[src/rtl/hist_readout_ctrl_pkg.sv]
// Shared definitions for the histogram readout path and the counter block.
// Holds op codes, the frame header base, the readout FSM state encoding and
// the default histogram sizes so both sides agree on bin counts.
package hist_readout_ctrl_pkg;

  localparam logic [1:0] OP_NOP   = 2'd0;
  localparam logic [1:0] OP_HISTO = 2'd1;
  localparam logic [1:0] OP_IPI   = 2'd2;
  localparam logic [1:0] OP_CLEAR = 2'd3;

  localparam logic [7:0] HDR_BASE = 8'hA0;

  localparam int HISTO_N_DEF    = 8;
  localparam int IPI_N_DEF      = 64;
  // Must cover the counter's clear sweep: at least IPI_N + 2.
  localparam int CLEAR_WAIT_DEF = 72;

  typedef enum logic [2:0] {
    ST_IDLE,
    ST_HDR,
    ST_ADDR,
    ST_LATCH,
    ST_SEND,
    ST_CLEAR,
    ST_CLRWAIT
  } state_t;

  // Frame header: the host resyncs on 0xA1 / 0xA2.
  function automatic logic [7:0] hdr_byte(input logic [1:0] op);
    return HDR_BASE | {6'd0, op};
  endfunction

endpackage

[src/rtl/hist_readout_ctrl_if.sv]
// Bundle of command, read-mux, TX byte and clear signals around the readout FSM.
// master: the readout controller; slave: host decoder, read mux, TX FIFO, counter.
// Ports: cmd_valid/cmd/cmd_ready, rd_sel/rd_addr/rd_data, tx_data/tx_valid/tx_ready, resethist, busy.
interface hist_readout_ctrl_if;

  logic        cmd_valid;
  logic [2:0]  cmd;
  logic        cmd_ready;
  logic        rd_sel;
  logic [5:0]  rd_addr;
  logic [31:0] rd_data;
  logic [7:0]  tx_data;
  logic        tx_valid;
  logic        tx_ready;
  logic        resethist;
  logic        busy;

  modport master (
    input  cmd_valid, cmd, rd_data, tx_ready,
    output cmd_ready, rd_sel, rd_addr, tx_data, tx_valid, resethist, busy
  );

  modport slave (
    output cmd_valid, cmd, rd_data, tx_ready,
    input  cmd_ready, rd_sel, rd_addr, tx_data, tx_valid, resethist, busy
  );

endinterface

[src/rtl/hist_word_serializer.sv]
// Splits a loaded 32-bit bin into 4 bytes, LSB first, with a done pulse on the last.
// Latency: first byte valid the cycle after load; one byte per cycle with ready high.
// Backpressure: byte held stable while byte_vld && !byte_rdy, indefinitely.
// Ports: clkin/reset, load/word in, byte_vld/byte_dat/byte_rdy out stream, done.
module hist_word_serializer (
  input  logic        clkin,
  input  logic        reset,
  input  logic        load,
  input  logic [31:0] word,
  output logic        byte_vld,
  output logic [7:0]  byte_dat,
  input  logic        byte_rdy,
  output logic        done
);

  logic [31:0] sh_q;
  logic [1:0]  idx_q;
  logic        act_q;

  always_ff @(posedge clkin or posedge reset) begin
    if (reset) begin
      sh_q  <= '0;
      idx_q <= '0;
      act_q <= 1'b0;
    end else if (load) begin
      sh_q  <= word;
      idx_q <= '0;
      act_q <= 1'b1;
    end else if (act_q && byte_rdy) begin
      sh_q  <= {8'd0, sh_q[31:8]};
      idx_q <= idx_q + 2'd1;
      if (idx_q == 2'd3) begin
        act_q <= 1'b0;
      end
    end
  end

  assign byte_vld = act_q;
  assign byte_dat = sh_q[7:0];
  // Pulses in the cycle whose transfer completes byte 3.
  assign done     = act_q && byte_rdy && (idx_q == 2'd3);

endmodule

[src/rtl/hist_readout_ctrl.sv]
// Walks the hit or IPI histogram through the registered read mux and frames each bin as bytes.
// Latency: header valid 1 cycle after accept; 6 cycles per bin with tx_ready high.
// Backpressure: stalls indefinitely on !tx_ready with tx_data held; commands dropped while busy.
// Ports: clkin, reset (async, active high), bus (hist_readout_ctrl_if.master).
module hist_readout_ctrl
  import hist_readout_ctrl_pkg::*;
#(
  parameter int HISTO_N    = HISTO_N_DEF,
  parameter int IPI_N      = IPI_N_DEF,
  parameter int CLEAR_WAIT = CLEAR_WAIT_DEF
) (
  input  logic clkin,
  input  logic reset,
  hist_readout_ctrl_if.master bus
);

  localparam int          WW         = $clog2(CLEAR_WAIT + 1);
  localparam logic [5:0]  HISTO_LAST = 6'(HISTO_N - 1);
  localparam logic [5:0]  IPI_LAST   = 6'(IPI_N - 1);

  state_t          state_q, state_d;
  logic [5:0]      bin_q, bin_d;
  logic [WW-1:0]   wait_q, wait_d;
  logic [1:0]      op_q, op_d;
  logic            clr_q, clr_d;
  logic [5:0]      bin_last;

  logic            ser_load;
  logic            ser_vld;
  logic [7:0]      ser_dat;
  logic            ser_done;

  hist_word_serializer u_ser (
    .clkin    (clkin),
    .reset    (reset),
    .load     (ser_load),
    .word     (bus.rd_data),
    .byte_vld (ser_vld),
    .byte_dat (ser_dat),
    .byte_rdy (bus.tx_ready),
    .done     (ser_done)
  );

  always_ff @(posedge clkin or posedge reset) begin
    if (reset) begin
      state_q <= ST_IDLE;
      bin_q   <= '0;
      wait_q  <= '0;
      op_q    <= OP_NOP;
      clr_q   <= 1'b0;
    end else begin
      state_q <= state_d;
      bin_q   <= bin_d;
      wait_q  <= wait_d;
      op_q    <= op_d;
      clr_q   <= clr_d;
    end
  end

  assign bin_last = (op_q == OP_IPI) ? IPI_LAST : HISTO_LAST;

  always_comb begin
    state_d       = state_q;
    bin_d         = bin_q;
    wait_d        = wait_q;
    op_d          = op_q;
    clr_d         = clr_q;
    ser_load      = 1'b0;
    bus.tx_valid  = 1'b0;
    bus.tx_data   = 8'd0;
    bus.resethist = 1'b0;

    case (state_q)
      ST_IDLE: begin
        if (bus.cmd_valid) begin
          case (bus.cmd[1:0])
            OP_HISTO, OP_IPI: begin
              op_d    = bus.cmd[1:0];
              clr_d   = bus.cmd[2];
              bin_d   = '0;
              state_d = ST_HDR;
            end
            OP_CLEAR: state_d = ST_CLEAR;
            default:  ;
          endcase
        end
      end
      ST_HDR: begin
        bus.tx_valid = 1'b1;
        bus.tx_data  = hdr_byte(op_q);
        if (bus.tx_ready) begin
          state_d = ST_ADDR;
        end
      end
      // rd_sel/rd_addr are driven from op_q/bin_q continuously, so the
      // address is already stable here; the mux registers it this edge.
      ST_ADDR: state_d = ST_LATCH;
      ST_LATCH: begin
        ser_load = 1'b1;
        state_d  = ST_SEND;
      end
      ST_SEND: begin
        bus.tx_valid = ser_vld;
        bus.tx_data  = ser_dat;
        if (ser_done) begin
          if (bin_q < bin_last) begin
            bin_d   = bin_q + 6'd1;
            state_d = ST_ADDR;
          end else if (clr_q) begin
            state_d = ST_CLEAR;
          end else begin
            state_d = ST_IDLE;
          end
        end
      end
      ST_CLEAR: begin
        bus.resethist = 1'b1;
        wait_d        = WW'(CLEAR_WAIT);
        state_d       = ST_CLRWAIT;
      end
      ST_CLRWAIT: begin
        // CLRWAIT lasts exactly CLEAR_WAIT cycles; IDLE is entered with the counter at 0.
        if (wait_q <= WW'(1)) begin
          wait_d  = '0;
          state_d = ST_IDLE;
        end else begin
          wait_d = wait_q - WW'(1);
        end
      end
      default: state_d = ST_IDLE;
    endcase
  end

  assign bus.cmd_ready = (state_q == ST_IDLE);
  assign bus.busy      = (state_q != ST_IDLE);
  assign bus.rd_sel    = (op_q == OP_IPI);
  assign bus.rd_addr   = bin_q;

endmodule

[src/flat_wrapper.sv]
// flat-port wrapper written by rule: the top's interface ports become plain ports
module hist_readout_ctrl_flat import hist_readout_ctrl_pkg::*;
#(
  parameter int HISTO_N    = HISTO_N_DEF,
  parameter int IPI_N      = IPI_N_DEF,
  parameter int CLEAR_WAIT = CLEAR_WAIT_DEF
)
  (clkin, reset, bus_cmd_valid, bus_cmd, bus_rd_data, bus_tx_ready, bus_cmd_ready, bus_rd_sel, bus_rd_addr, bus_tx_data, bus_tx_valid, bus_resethist, bus_busy);
  hist_readout_ctrl_if bus_i ();
  input  logic clkin;
  input  logic reset;
  input wire logic [$bits(bus_i.cmd_valid)-1:0] bus_cmd_valid;
  input wire logic [$bits(bus_i.cmd)-1:0] bus_cmd;
  input wire logic [$bits(bus_i.rd_data)-1:0] bus_rd_data;
  input wire logic [$bits(bus_i.tx_ready)-1:0] bus_tx_ready;
  output wire logic [$bits(bus_i.cmd_ready)-1:0] bus_cmd_ready;
  output wire logic [$bits(bus_i.rd_sel)-1:0] bus_rd_sel;
  output wire logic [$bits(bus_i.rd_addr)-1:0] bus_rd_addr;
  output wire logic [$bits(bus_i.tx_data)-1:0] bus_tx_data;
  output wire logic [$bits(bus_i.tx_valid)-1:0] bus_tx_valid;
  output wire logic [$bits(bus_i.resethist)-1:0] bus_resethist;
  output wire logic [$bits(bus_i.busy)-1:0] bus_busy;
  assign bus_i.cmd_valid = bus_cmd_valid;
  assign bus_i.cmd = bus_cmd;
  assign bus_i.rd_data = bus_rd_data;
  assign bus_i.tx_ready = bus_tx_ready;
  assign bus_cmd_ready = bus_i.cmd_ready;
  assign bus_rd_sel = bus_i.rd_sel;
  assign bus_rd_addr = bus_i.rd_addr;
  assign bus_tx_data = bus_i.tx_data;
  assign bus_tx_valid = bus_i.tx_valid;
  assign bus_resethist = bus_i.resethist;
  assign bus_busy = bus_i.busy;
  hist_readout_ctrl #(.HISTO_N(HISTO_N), .IPI_N(IPI_N), .CLEAR_WAIT(CLEAR_WAIT)) u_core (.clkin(clkin), .reset(reset), .bus(bus_i));
endmodule
[config.mk]
export PLATFORM = sky130hd
export DESIGN_NAME = hist_readout_ctrl_flat
export DESIGN_NICKNAME = d
export VERILOG_FILES = /design/src/rtl/hist_readout_ctrl_pkg.sv /design/src/rtl/hist_readout_ctrl_if.sv /design/src/rtl/hist_word_serializer.sv /design/src/rtl/hist_readout_ctrl.sv /design/src/flat_wrapper.sv
export SDC_FILE = /design/constraint.sdc
export NUM_CORES = 1
export LEC_CHECK = 0
export ABC_AREA = 1
export ABC_CLOCK_PERIOD_IN_PS = 3000
export BUFFER_PORTS_ARGS = -buffer_cell sky130_fd_sc_hd__buf_2
export CORE_MARGIN = 3
export CORE_UTILIZATION = 45
export CTS_CLUSTER_SIZE = 28
export DETAILED_ROUTE_END_ITERATION = 10
export PLACE_DENSITY_LB_ADDON = 0.08
export REMOVE_ABC_BUFFERS = 1
export SETUP_SLACK_MARGIN = 0.1
export SLEW_MARGIN = 20
export SYNTH_ARGS = -nofsm -noshare
export SYNTH_HDL_FRONTEND = slang
export SYNTH_SLANG_ARGS = --single-unit
[constraint.sdc]
create_clock -name clkin -period 3 [get_ports clkin]
set_input_delay 0.15 -clock clkin [delete_from_list [all_inputs] [get_ports clkin]]
set_output_delay 0.15 -clock clkin [all_outputs]
set_load 0.05 [all_outputs]
==> results.yml, run 1 <==
outcome:
  outcome: "finished clean"
setup_path:
  worstRegToRegCells: 12
  critPathMaxStageDelay_ns: 0.44
  worst_ep_required_time_ns: 2.85
  regToRegSetupSlack_ns: 1.15
  cpMostUsedCell: "inv_1"
  crit_buf_inv: 3
  worst-setup-path-type: "reg -> out"
  slowest_stage: "dfrtp_1"
  endpoint_kind: "output port"
  critPathLaunchType: "register"
  path_max_fanout: 11
  rr_startpoint: "u_core.op_q[0]$_DFFE_PP0P_"
  crit_path_start: "u_core.state_q[1]$_DFFE_PP0P_"
  arrival_ns: 1.88
  crit_chain: "inv_1 -> nand2_2 -> nor2_8 -> inv_1 -> o22ai_1 -> buf_2"
  r2r_end: "u_core.bus.rd_addr[4]$_DFFE_PP0P_"
  cp_top_family: "buffers and inverters"
die:
  die_h_um: 85.5
  design.die.area_sq_mm: 0.00731
  coreArea_sq_mm: 0.00603
  io-pin-count: 58
  die-width_um: 85.5
  start_util_pct: 47.2
  rows: 28
worst_hold_path:
  hp-start: "bus_rd_data[27]"
  hold_end: "u_core.u_ser.sh_q[27]$_DFFE_PP0P_"
  min_path_type: "in -> reg"
  whs_path_depth: 3
finish:
  nets: 469
  area_growth_pct: 15.1
  fill_cells: 625
  antenna_cells: 0
  final_layout_size_suffix_gt1_share_pct: 18.5
power:
  switchingPower_mw: 1.35
  pwr-share-seq_pct: 39.9
  p_comb_share_pct: 46.3
  intPower_mw: 1.57
  p_per_area_mw_per_mm2: 893
  ir_drop_mv: 0.420
  clkPwrFrac_pct: 13.8
  leakage_nw: 1.77
  p_sw_share_pct: 46.1
clocking:
  cts_resized: 0
  clock_sinks: 54
  cts_setup_buffers: 0
  path_clk_slew_ns: 0.10
  ctsRootBufferMaster: "clkbuf_8"
  holdBufCountCts: 1
  cts_buffers: 5
  ctsLongestPathBuffers: 2
  clock_latency_ns: 0.31
  cts_tree: "yes"
  h-tree-depth: 2
routing:
  routedWlPerCell_um: 12.2
  dr.pass1.iters: 4
  vias: 2443
  wirelength_um: 6090
  drc: 0
  final_antenna_net_count: 0
  first_iter_violations: 95
  vias_per_cell: 4.92
synth:
  synth_edf_count: 0
  synth_cell_type_count: 26
  synth_area_leader_cell: "dfrtp_1"
  syn_avg_cell_area_sq_um: 7.77
  synth_top_area_share_pct: 47.5
  synth-async-reset-ratio_pct: 100
  ys.flop_type: "dfrtp_1"
  netlist_instances: 366
  synthTopCellsByArea: "dfrtp_1 48%, nand2_1 15%, nand3_1 9.7%"
  synthTopCellsByCount: "115 x nand2_1, 55 x nand3_1, 54 x dfrtp_1"
  synth-seq-cells: 54
  ys_seq_area_share_pct: 47.5
  yosysWarnings: 0
  syn_area_sq_mm: 0.00284
  yosysMostFrequentCell: "nand2_1"
global_routing:
  grt_pass1_wl_um: 10900
  grtUsageTotal_pct: 18.3
  grt_pass1_vias: 2392
  overflow: 0
  grt_max_degree: 36
  antenna_found_initial: 0
placement:
  gp_routability_congestion: 0.764
  portBuffers: 57
  post-place-ws_ns: 1.16
  dpl.hpwl_um: 4420
timing:
  rsz0062_at_grt: "false"
  timing.fmax_mhz: 494
  tns_ns: 0
  setup_ws_ns: 0.974
  worst_pin_slew_ns: 0.720
  hold_violations: 0
  setup_viol: 0
  slew_headroom_pct: 51.9
  drv_slew: 0
  period_share_pct: 67.5
  fin_crit_ns: 2.03
  fin_skew_ns: 0.00612
flow_run:
  drv_cap: 0
==> kinds of logic (layout without fill, tap and decap cells) <==
group / count (synthesis) / in the layout / synth area share, %
flip-flops: 54 / 54 / 47.5
AND/OR/NAND/NOR: 208 / 208 / 31.2
AO/OA/AOI/OAI: 38 / 38 / 7.92
adder cells (fa/ha/maj): 9 / 9 / 3.96
XOR/XNOR: 6 / 6 / 1.85
buffers and inverters: 51 / 107 / 7.53
==> state kept, by name (all words and copies together) (netlist names) <==
register	cells
u_core.wait_q	7
u_core.bus.rd_addr	6
u_core.state_q	3
u_core.u_ser.byte_vld	1
u_core.u_ser.idx_q	2
u_core.u_ser.sh_q	32
u_core.clr_q	1
u_core.op_q	2
==> worst max path at each step <==
stage | slack (ns) | cells past startpoint | to
floorplan | 0.60 | 12 | u_core.bus.rd_addr[3]$_DFFE_PP0P_
global placement | 1.23 | 12 | u_core.bus.rd_addr[3]$_DFFE_PP0P_
detailed placement | 1.16 | 12 | u_core.bus.rd_addr[4]$_DFFE_PP0P_
CTS | 0.96 | 6 | bus_tx_data[7]
global route | 0.82 | 6 | bus_tx_data[7]
finish | 0.97 | 6 | bus_tx_data[1]
==> placed cells by master (no fill, tap or decap), types with 2 or more instances in the layout <==
master    count
o21ai_0       9
nor2_1       30
ha_1          9
a21oi_1       6
xor2_1        6
inv_1        34
nand2_1     115
o211ai_1      8
o22ai_1       3
buf_4         3
buf_2        57
o21ai_1       4
nand3_1      55
nand2_2       2
inv_2         4
dfrtp_1      54
a31oi_1       7
clkbuf_8      5
==> layout make-up <==
class,count,area [sq um],share of cell area (%)
timing repair buffer,61,318,9.71
inverter,38,143,4.36
multi-input combinational,261,1280,39.0
tap,75,93.8,2.87
sequential,54,1350,41.3
clock buffer,5,68.8,2.10
clock inverter,3,21.3,0.650
==> through the flow <==
step / utilization [%] / power, mW / std cells / cell area [sq um] / hold slack (ns)
global placement: 52.7 / 2.52 / 488 / 3170 / 0.311
detailed placement: 52.7 / 2.55 / 488 / 3170 / 0.313
finish: 54.3 / 2.92 / 497 / 3270 / 0.0346
floorplan: - / 2.20 / 353 / 2770 / 0.267
global route: 54.3 / 3.20 / 497 / 3270 / 0.0329
CTS: 54.3 / 2.96 / 497 / 3270 / 0.0232
==> metal layers <==
metal | routed length [um] | GRT usage (%)
met1 | 2950 | 25.4
met2 | 2840 | 29.7
met3 | 229 | 3.30
met4 | 65 | 4.32
met5 | 0 | 0
==> worst register-to-register path: stages, from the launching register on <==
cell	delay, ns
dfrtp_1	0.40
nor2_1	0.14
inv_1	0.09
ha_1	0.29
nand2_1	0.07
nor2_1	0.08
nand2_1	0.05
nand2_1	0.09
nand2_1	0.05
nand2_1	0.26
inv_1	0.10
nand2_1	0.07
nand2_1	0.04
==> power by group through the flow <==
stage / sequential [mW] / combinational (mW) / clock (mW)
after floorplan: 1.17 / 1.03 / 0
after global placement: 1.17 / 1.35 / 0
after detailed placement: 1.18 / 1.37 / 0
after CTS: 1.17 / 1.37 / 0.424
after global routing: 1.20 / 1.55 / 0.448
final: 1.17 / 1.35 / 0.405
Power figures use the tool's default switching activity.
==> inputs of run 2 (changes only) <==
--- a/config.mk
+++ b/config.mk
@@ -6,7 +6,7 @@
 export NUM_CORES = 1
 export LEC_CHECK = 0
 export ABC_AREA = 1
-export ABC_CLOCK_PERIOD_IN_PS = 3000
+export ABC_CLOCK_PERIOD_IN_PS = 2000
 export BUFFER_PORTS_ARGS = -buffer_cell sky130_fd_sc_hd__buf_2
 export CORE_MARGIN = 3
 export CORE_UTILIZATION = 45
==> constraint.sdc (replaced) <==
create_clock -name clkin -period 2 [get_ports clkin]
set_input_delay 0.1 -clock clkin [delete_from_list [all_inputs] [get_ports clkin]]
set_output_delay 0.1 -clock clkin [all_outputs]
set_load 0.05 [all_outputs]
==> run 2 against run 1 <==
Against the previous run:
- hold slack worse by 0.024 ns
- global-route usage is 0.35 points lower
- setup slack worse by 0.83 ns
==> results.yml, run 2 (synthesized netlist as in run 1, its figures left out) <==
clocking:
  clock_sinks: 54
  cts_buffers: 5
  ctsLongestPathBuffers: 2
  h-tree-depth: 2
  path_clk_slew_ns: 0.09
  cts_tree: "yes"
  ctsRootBufferMaster: "clkbuf_8"
  clock_latency_ns: 0.30
setup_path:
  r2r_end: "u_core.bus.rd_addr[3]$_DFFE_PP0P_"
  worst-setup-path-type: "reg -> out"
  critPathMaxStageDelay_ns: 0.44
  worstRegToRegCells: 12
  rr_startpoint: "u_core.op_q[0]$_DFFE_PP0P_"
  regToRegSetupSlack_ns: 0.32
  crit_buf_inv: 4
  critPathLaunchType: "register"
  arrival_ns: 1.76
  path_max_fanout: 5
  slowest_stage: "dfrtp_1"
  crit_path_start: "u_core.state_q[1]$_DFFE_PP0P_"
  crit_chain: "inv_2 -> nand2_4 -> nor2_8 -> clkinvlp_4 -> buf_2 -> o22ai_1 -> buf_4"
  cp_top_family: "buffers and inverters"
  endpoint_kind: "output port"
  worst_ep_required_time_ns: 1.90
finish:
  nets: 488
  largest_reg_flops: 32
  post-route-util_pct: 57.8
  antenna_cells: 0
  final_common_cell: "nand2_1"
  mostFrequentLayoutCells: "112 x nand2_1, 55 x nand3_1, 53 x buf_2, 53 x dfrtp_1, 31 x inv_1"
  final_cell_count_no_fill: 516
  area_growth_pct: 22.6
  largest-register: "u_core.u_ser.sh_q"
  final_layout_size_suffix_gt1_share_pct: 21.8
worst_hold_path:
  hp-start: "bus_rd_data[18]"
  hold_end: "u_core.u_ser.sh_q[18]$_DFFE_PP0P_"
  min_path_type: "in -> reg"
  whs_path_depth: 3
placement:
  post-place-ws_ns: 0.146
  gp_routability_congestion: 0.866
  dp_cells: 490
  dpl.hpwl_um: 4380
  portBuffers: 57
power:
  total_power_mw: 4.58
  leakage_nw: 1.86
  pwr-share-seq_pct: 38.0
  clkPwrFrac_pct: 13.6
  p_per_area_mw_per_mm2: 1310
  intPower_mw: 2.52
  switchingPower_mw: 2.06
  p_sw_share_pct: 44.9
  p_comb_share_pct: 48.4
  ir_drop_mv: 0.674
routing:
  drc: 0
  first_iter_violations: 80
  final_antenna_net_count: 0
  wirelength_um: 6320
  routedWlPerCell_um: 12.3
  vias: 2526
  dr.pass1.iters: 4
  vias_per_cell: 4.90
die:
  die_h_um: 85.5
  start_util_pct: 47.2
  design.die.area_sq_mm: 0.00731
  die-width_um: 85.5
  coreArea_sq_mm: 0.00603
  rows: 28
  io-pin-count: 58
timing:
  period_share_pct: 92.8
  slew_headroom_pct: 65.3
  fin_crit_ns: 1.86
  rsz0062_at_grt: "false"
  fin_skew_ns: 0.00366
  setup_viol: 0
  worst_pin_slew_ns: 0.520
  setup_ws_ns: 0.145
  drv_slew: 0
  tns_ns: 0
  timing.fmax_mhz: 539
  hold_violations: 0
outcome:
  outcome: "finished clean"
global_routing:
  grt_pass1_wl_um: 10700
  grt_pass1_vias: 2355
  grt_max_degree: 39
  antenna_found_initial: 0
  grtUsageTotal_pct: 17.9
  overflow: 0
flow_run:
  drv_cap: 0
run 2: cell count changes in the layout (fill, tap and decap cells not counted), moves of 2 or more:
cell | before | now
inv_2 | 4 | 6
buf_4 | 3 | 16
dlygate4sd3_1 | 1 | 9
nand2_4 | 0 | 2
nand2_2 | 2 | 4
buf_2 | 57 | 53
inv_1 | 34 | 31
nand2_1 | 115 | 112
run 2: stage by stage:
stage	hold slack, ns	area (sq um)
after floorplan	0.217	2770
after detailed placement	0.175	3200
after global placement	0.166	3200
final	0.0111	3480
after CTS	0.000496	3400
after global routing	0.00300	3480
run 2: how the worst max path moves through the flow:
stage	endpoint	slack, ns	depth (start not counted)
after floorplan	u_core.bus.rd_addr[3]$_DFFE_PP0P_	-0.40	12
final	bus_tx_data[0]	0.14	7
after global placement	u_core.bus.rd_addr[3]$_DFFE_PP0P_	0.23	12
after detailed placement	u_core.bus.rd_addr[3]$_DFFE_PP0P_	0.15	12
after global routing	bus_tx_data[0]	0.08	7
after CTS	bus_tx_data[5]	0.09	6
run 2: repair_timing:
item                                    4_1_cts  5_1_grt
endpoints found under the setup margin        5       14
hold buffers                                  9        0
pin swaps                                     0        2
gates cloned                                  0        1
resized for setup                             6       10
buffers inserted                              0        8
hold endpoints to repair                     29        0
run 2: per-layer routing:
layer | global-route usage (%) | vias to the layer above | part of all wire (%)
li1 | - | 1328 | -
met1 | 24.6 | 1147 | 47
met2 | 29.6 | 49 | 48
met3 | 3.40 | 2 | 3.8
met4 | 3.88 | 0 | 0.46
met5 | 0 | - | 0
run 2: area by class of cell:
type	instances	area (sq um)
Timing Repair Buffer	79	495
Multi-Input combinational cell	262	1300
Clock inverter	2	12.5
Clock buffer	6	82.6
Sequential cell	54	1350
Inverter	38	146
Fill cell	609	2540
Tap cell	75	93.8
run 2: worst register-to-register path: stages, from the launching register on:
cell	delay [ns]
dfrtp_1	0.41
nor2_1	0.14
inv_1	0.09
ha_1	0.29
nand2_1	0.07
nor2_1	0.09
nand2_1	0.07
nand2_2	0.09
nand2_2	0.08
nand2_4	0.10
inv_1	0.05
nand2_1	0.05
nand2_1	0.04
run 2: power by group through the flow:
stage                     sequential [mW]  clock (mW)  combinational, mW
after floorplan                      1.75           0               1.55
after global placement               1.75           0               2.04
after detailed placement             1.77           0               2.07
after CTS                            1.74       0.653               2.12
after global routing                 1.79       0.692               2.52
final                                1.74       0.624               2.22
==> inputs of run 3 (changes only) <==
--- a/config.mk
+++ b/config.mk
@@ -12,7 +12,7 @@
 export CORE_UTILIZATION = 45
 export CTS_CLUSTER_SIZE = 28
 export DETAILED_ROUTE_END_ITERATION = 10
-export PLACE_DENSITY_LB_ADDON = 0.08
+export PLACE_DENSITY = 0.74
 export REMOVE_ABC_BUFFERS = 1
 export SETUP_SLACK_MARGIN = 0.1
 export SLEW_MARGIN = 20
==> run 3 against run 2 <==
Against the previous run:
- setup slack improved by 0.028 ns
- largest power group unchanged
- non-clock buffer count rose by 2
- sequential cell count did not move
==> results.yml, run 3 (synthesized netlist as in run 1, its figures left out) <==
outcome:
  outcome: "finished clean"
flow_run:
  drv_cap: 0
placement:
  gp_routability_congestion: 0.853
  dp_cells: 491
  portBuffers: 57
  dpl.hpwl_um: 4430
clocking:
  h-tree-depth: 2
  clock_latency_ns: 0.31
  clock_sinks: 54
  cts_tree: "yes"
  ctsRootBufferMaster: "clkbuf_8"
  ctsLongestPathBuffers: 2
  path_clk_slew_ns: 0.09
  cts_buffers: 5
power:
  clkPwrFrac_pct: 13.5
  p_sw_share_pct: 45.0
  intPower_mw: 2.53
  switchingPower_mw: 2.07
  leakage_nw: 1.87
  pwr-share-seq_pct: 37.7
  p_comb_share_pct: 48.8
  total_power_mw: 4.60
  p_per_area_mw_per_mm2: 1320
  ir_drop_mv: 0.762
finish:
  mostFrequentLayoutCells: "114 x nand2_1, 55 x nand3_1, 52 x buf_2, 52 x dfrtp_1, 31 x inv_1"
  largest-register: "u_core.u_ser.sh_q"
  nets: 489
  final_common_cell: "nand2_1"
  final_cell_count_no_fill: 517
  multi_input_area_sq_mm: 0.00129
  area_growth_pct: 22.6
  seq_area_sq_mm: 0.00135
  antenna_cells: 0
  largest_reg_flops: 32
  fill_cells: 566
  final_layout_size_suffix_gt1_share_pct: 21.5
global_routing:
  grt_pass1_vias: 2482
  grt_pass1_wl_um: 11000
  overflow: 0
  grtUsageTotal_pct: 18.7
  grt_max_degree: 28
  antenna_found_initial: 0
setup_path:
  critPathLaunchType: "register"
  cp_top_family: "buffers and inverters"
  endpoint_kind: "output port"
  crit_buf_inv: 4
  arrival_ns: 1.73
  slowest_stage: "dfrtp_2"
  worst_ep_required_time_ns: 1.90
  crit_chain: "inv_2 -> nand2_4 -> nor2_8 -> clkinvlp_4 -> buf_4 -> o21ai_1 -> buf_6"
  critPathMaxStageDelay_ns: 0.43
  path_max_fanout: 5
  worst-setup-path-type: "reg -> out"
routing:
  vias_per_cell: 5.00
  routedWlPerCell_um: 12.3
  dr.pass1.iters: 4
  drc: 0
  vias: 2583
  wirelength_um: 6370
  first_iter_violations: 98
  final_antenna_net_count: 0
timing:
  worst_pin_slew_ns: 0.462
  hold_violations: 0
  fin_skew_ns: 0.00845
  rsz0062_at_grt: "true"
  slew_headroom_pct: 69.1
  drv_slew: 0
  fin_crit_ns: 1.83
  timing.fmax_mhz: 547
  setup_viol: 0
  holdWs_ns: 0.0100
  period_share_pct: 91.4
die:
  io-pin-count: 58
  die-width_um: 85.5
  design.die.area_sq_mm: 0.00731
  rows: 28
  coreArea_sq_mm: 0.00603
  start_util_pct: 47.2
  die_h_um: 85.5
worst_hold_path:
  min_path_type: "in -> reg"
-- run 3: cell types whose count changed in the layout (fill, tap and decap cells not counted), sizes merged --
cell         change
nand2            -1
buf              +1
clkinvlp         -1
dlygate4sd3      +1
clkbuf           +1
-- run 3: through the flow --
| step | util, % | area (sq um) | setup slack (ns) | setup TNS (ns) |
|---|---|---|---|---|
| 4_1_cts | 56.4 | 3400 | 0.0648 | 0 |
| 5_1_grt | 57.8 | 3480 | 0.0854 | 0 |
| 2_1_floorplan | - | 2770 | -0.397 | -2.72 |
| 3_5_place_dp | 53.0 | 3200 | 0.136 | 0 |
| 3_3_place_gp | 53.0 | 3200 | 0.241 | 0 |
| 6_report | 57.8 | 3480 | 0.172 | 0 |
-- run 3: power by group through the flow --
stage          sequential, mW  clock, mW  combinational, mW
3_5_place_dp             1.77          0               2.07
2_1_floorplan            1.75          0               1.55
6_report                 1.73      0.623               2.24
4_1_cts                  1.74      0.646               2.12
3_3_place_gp             1.75          0               2.02
5_1_grt                  1.78      0.692               2.52
-- run 3: worst register-to-register path, cell delays in order (launching register included) --
cell	delay (ns)
dfrtp_1	0.37
inv_1	0.08
nor2_2	0.10
inv_1	0.08
ha_1	0.31
nand2_1	0.07
nor2_1	0.08
nand2_1	0.05
nand2_1	0.10
nand2_1	0.10
nand2_4	0.12
inv_1	0.07
nand2_1	0.06
nand2_1	0.04
-- run 3: path summary, 6_finish.rpt --
check | startpoint | cells past startpoint | to | slack, ns
worst max-delay path | u_core.state_q[0]$_DFFE_PP0P_ | 7 | bus_tx_data[5] | 0.17
worst min-delay path | bus_rd_data[21] | 3 | u_core.u_ser.sh_q[21]$_DFFE_PP0P_ | 0.01
worst max register to register | u_core.op_q[1]$_DFFE_PP0P_ | 13 | u_core.bus.rd_addr[4]$_DFFE_PP0P_ | 0.28
worst min register to register | u_core.u_ser.sh_q[25]$_DFFE_PP0P_ | 2 | u_core.u_ser.sh_q[25]$_DFFE_PP0P_ | 0.50
max in group asynchronous | reset | 4 | u_core.state_q[0]$_DFFE_PP0P_ | 1.05
min in group asynchronous | reset | 3 | u_core.u_ser.sh_q[20]$_DFFE_PP0P_ | 0.32
-- run 3: layout make-up --
class | instances | area share (%)
Timing Repair Buffer | 81 | 14.5
Clock buffer | 7 | 2.48
Clock inverter | 1 | 0.144
Inverter | 38 | 4.20
Sequential cell | 54 | 38.9
Multi-Input combinational cell | 261 | 37.1
Tap cell | 75 | 2.69
-- run 3: layer usage --
layer | share of wire (%) | global-route usage (%) | vias up
li1 | - | - | 1327
met5 | 0 | 0 | -
met3 | 5.4 | 3.30 | 11
met4 | 1.7 | 5.90 | 0
met1 | 45 | 25.0 | 1176
met2 | 48 | 30.9 | 69
-- run 3: what timing repair did --
item / 4_1_cts / 5_1_grt
buffers inserted: 0 / 8
endpoints found under the hold margin: 26 / 0
cloned: 0 / 0
pin swaps: 0 / 1
endpoints found under the setup margin: 5 / 14
gates resized for setup: 7 / 12
hold buffers: 10 / 0
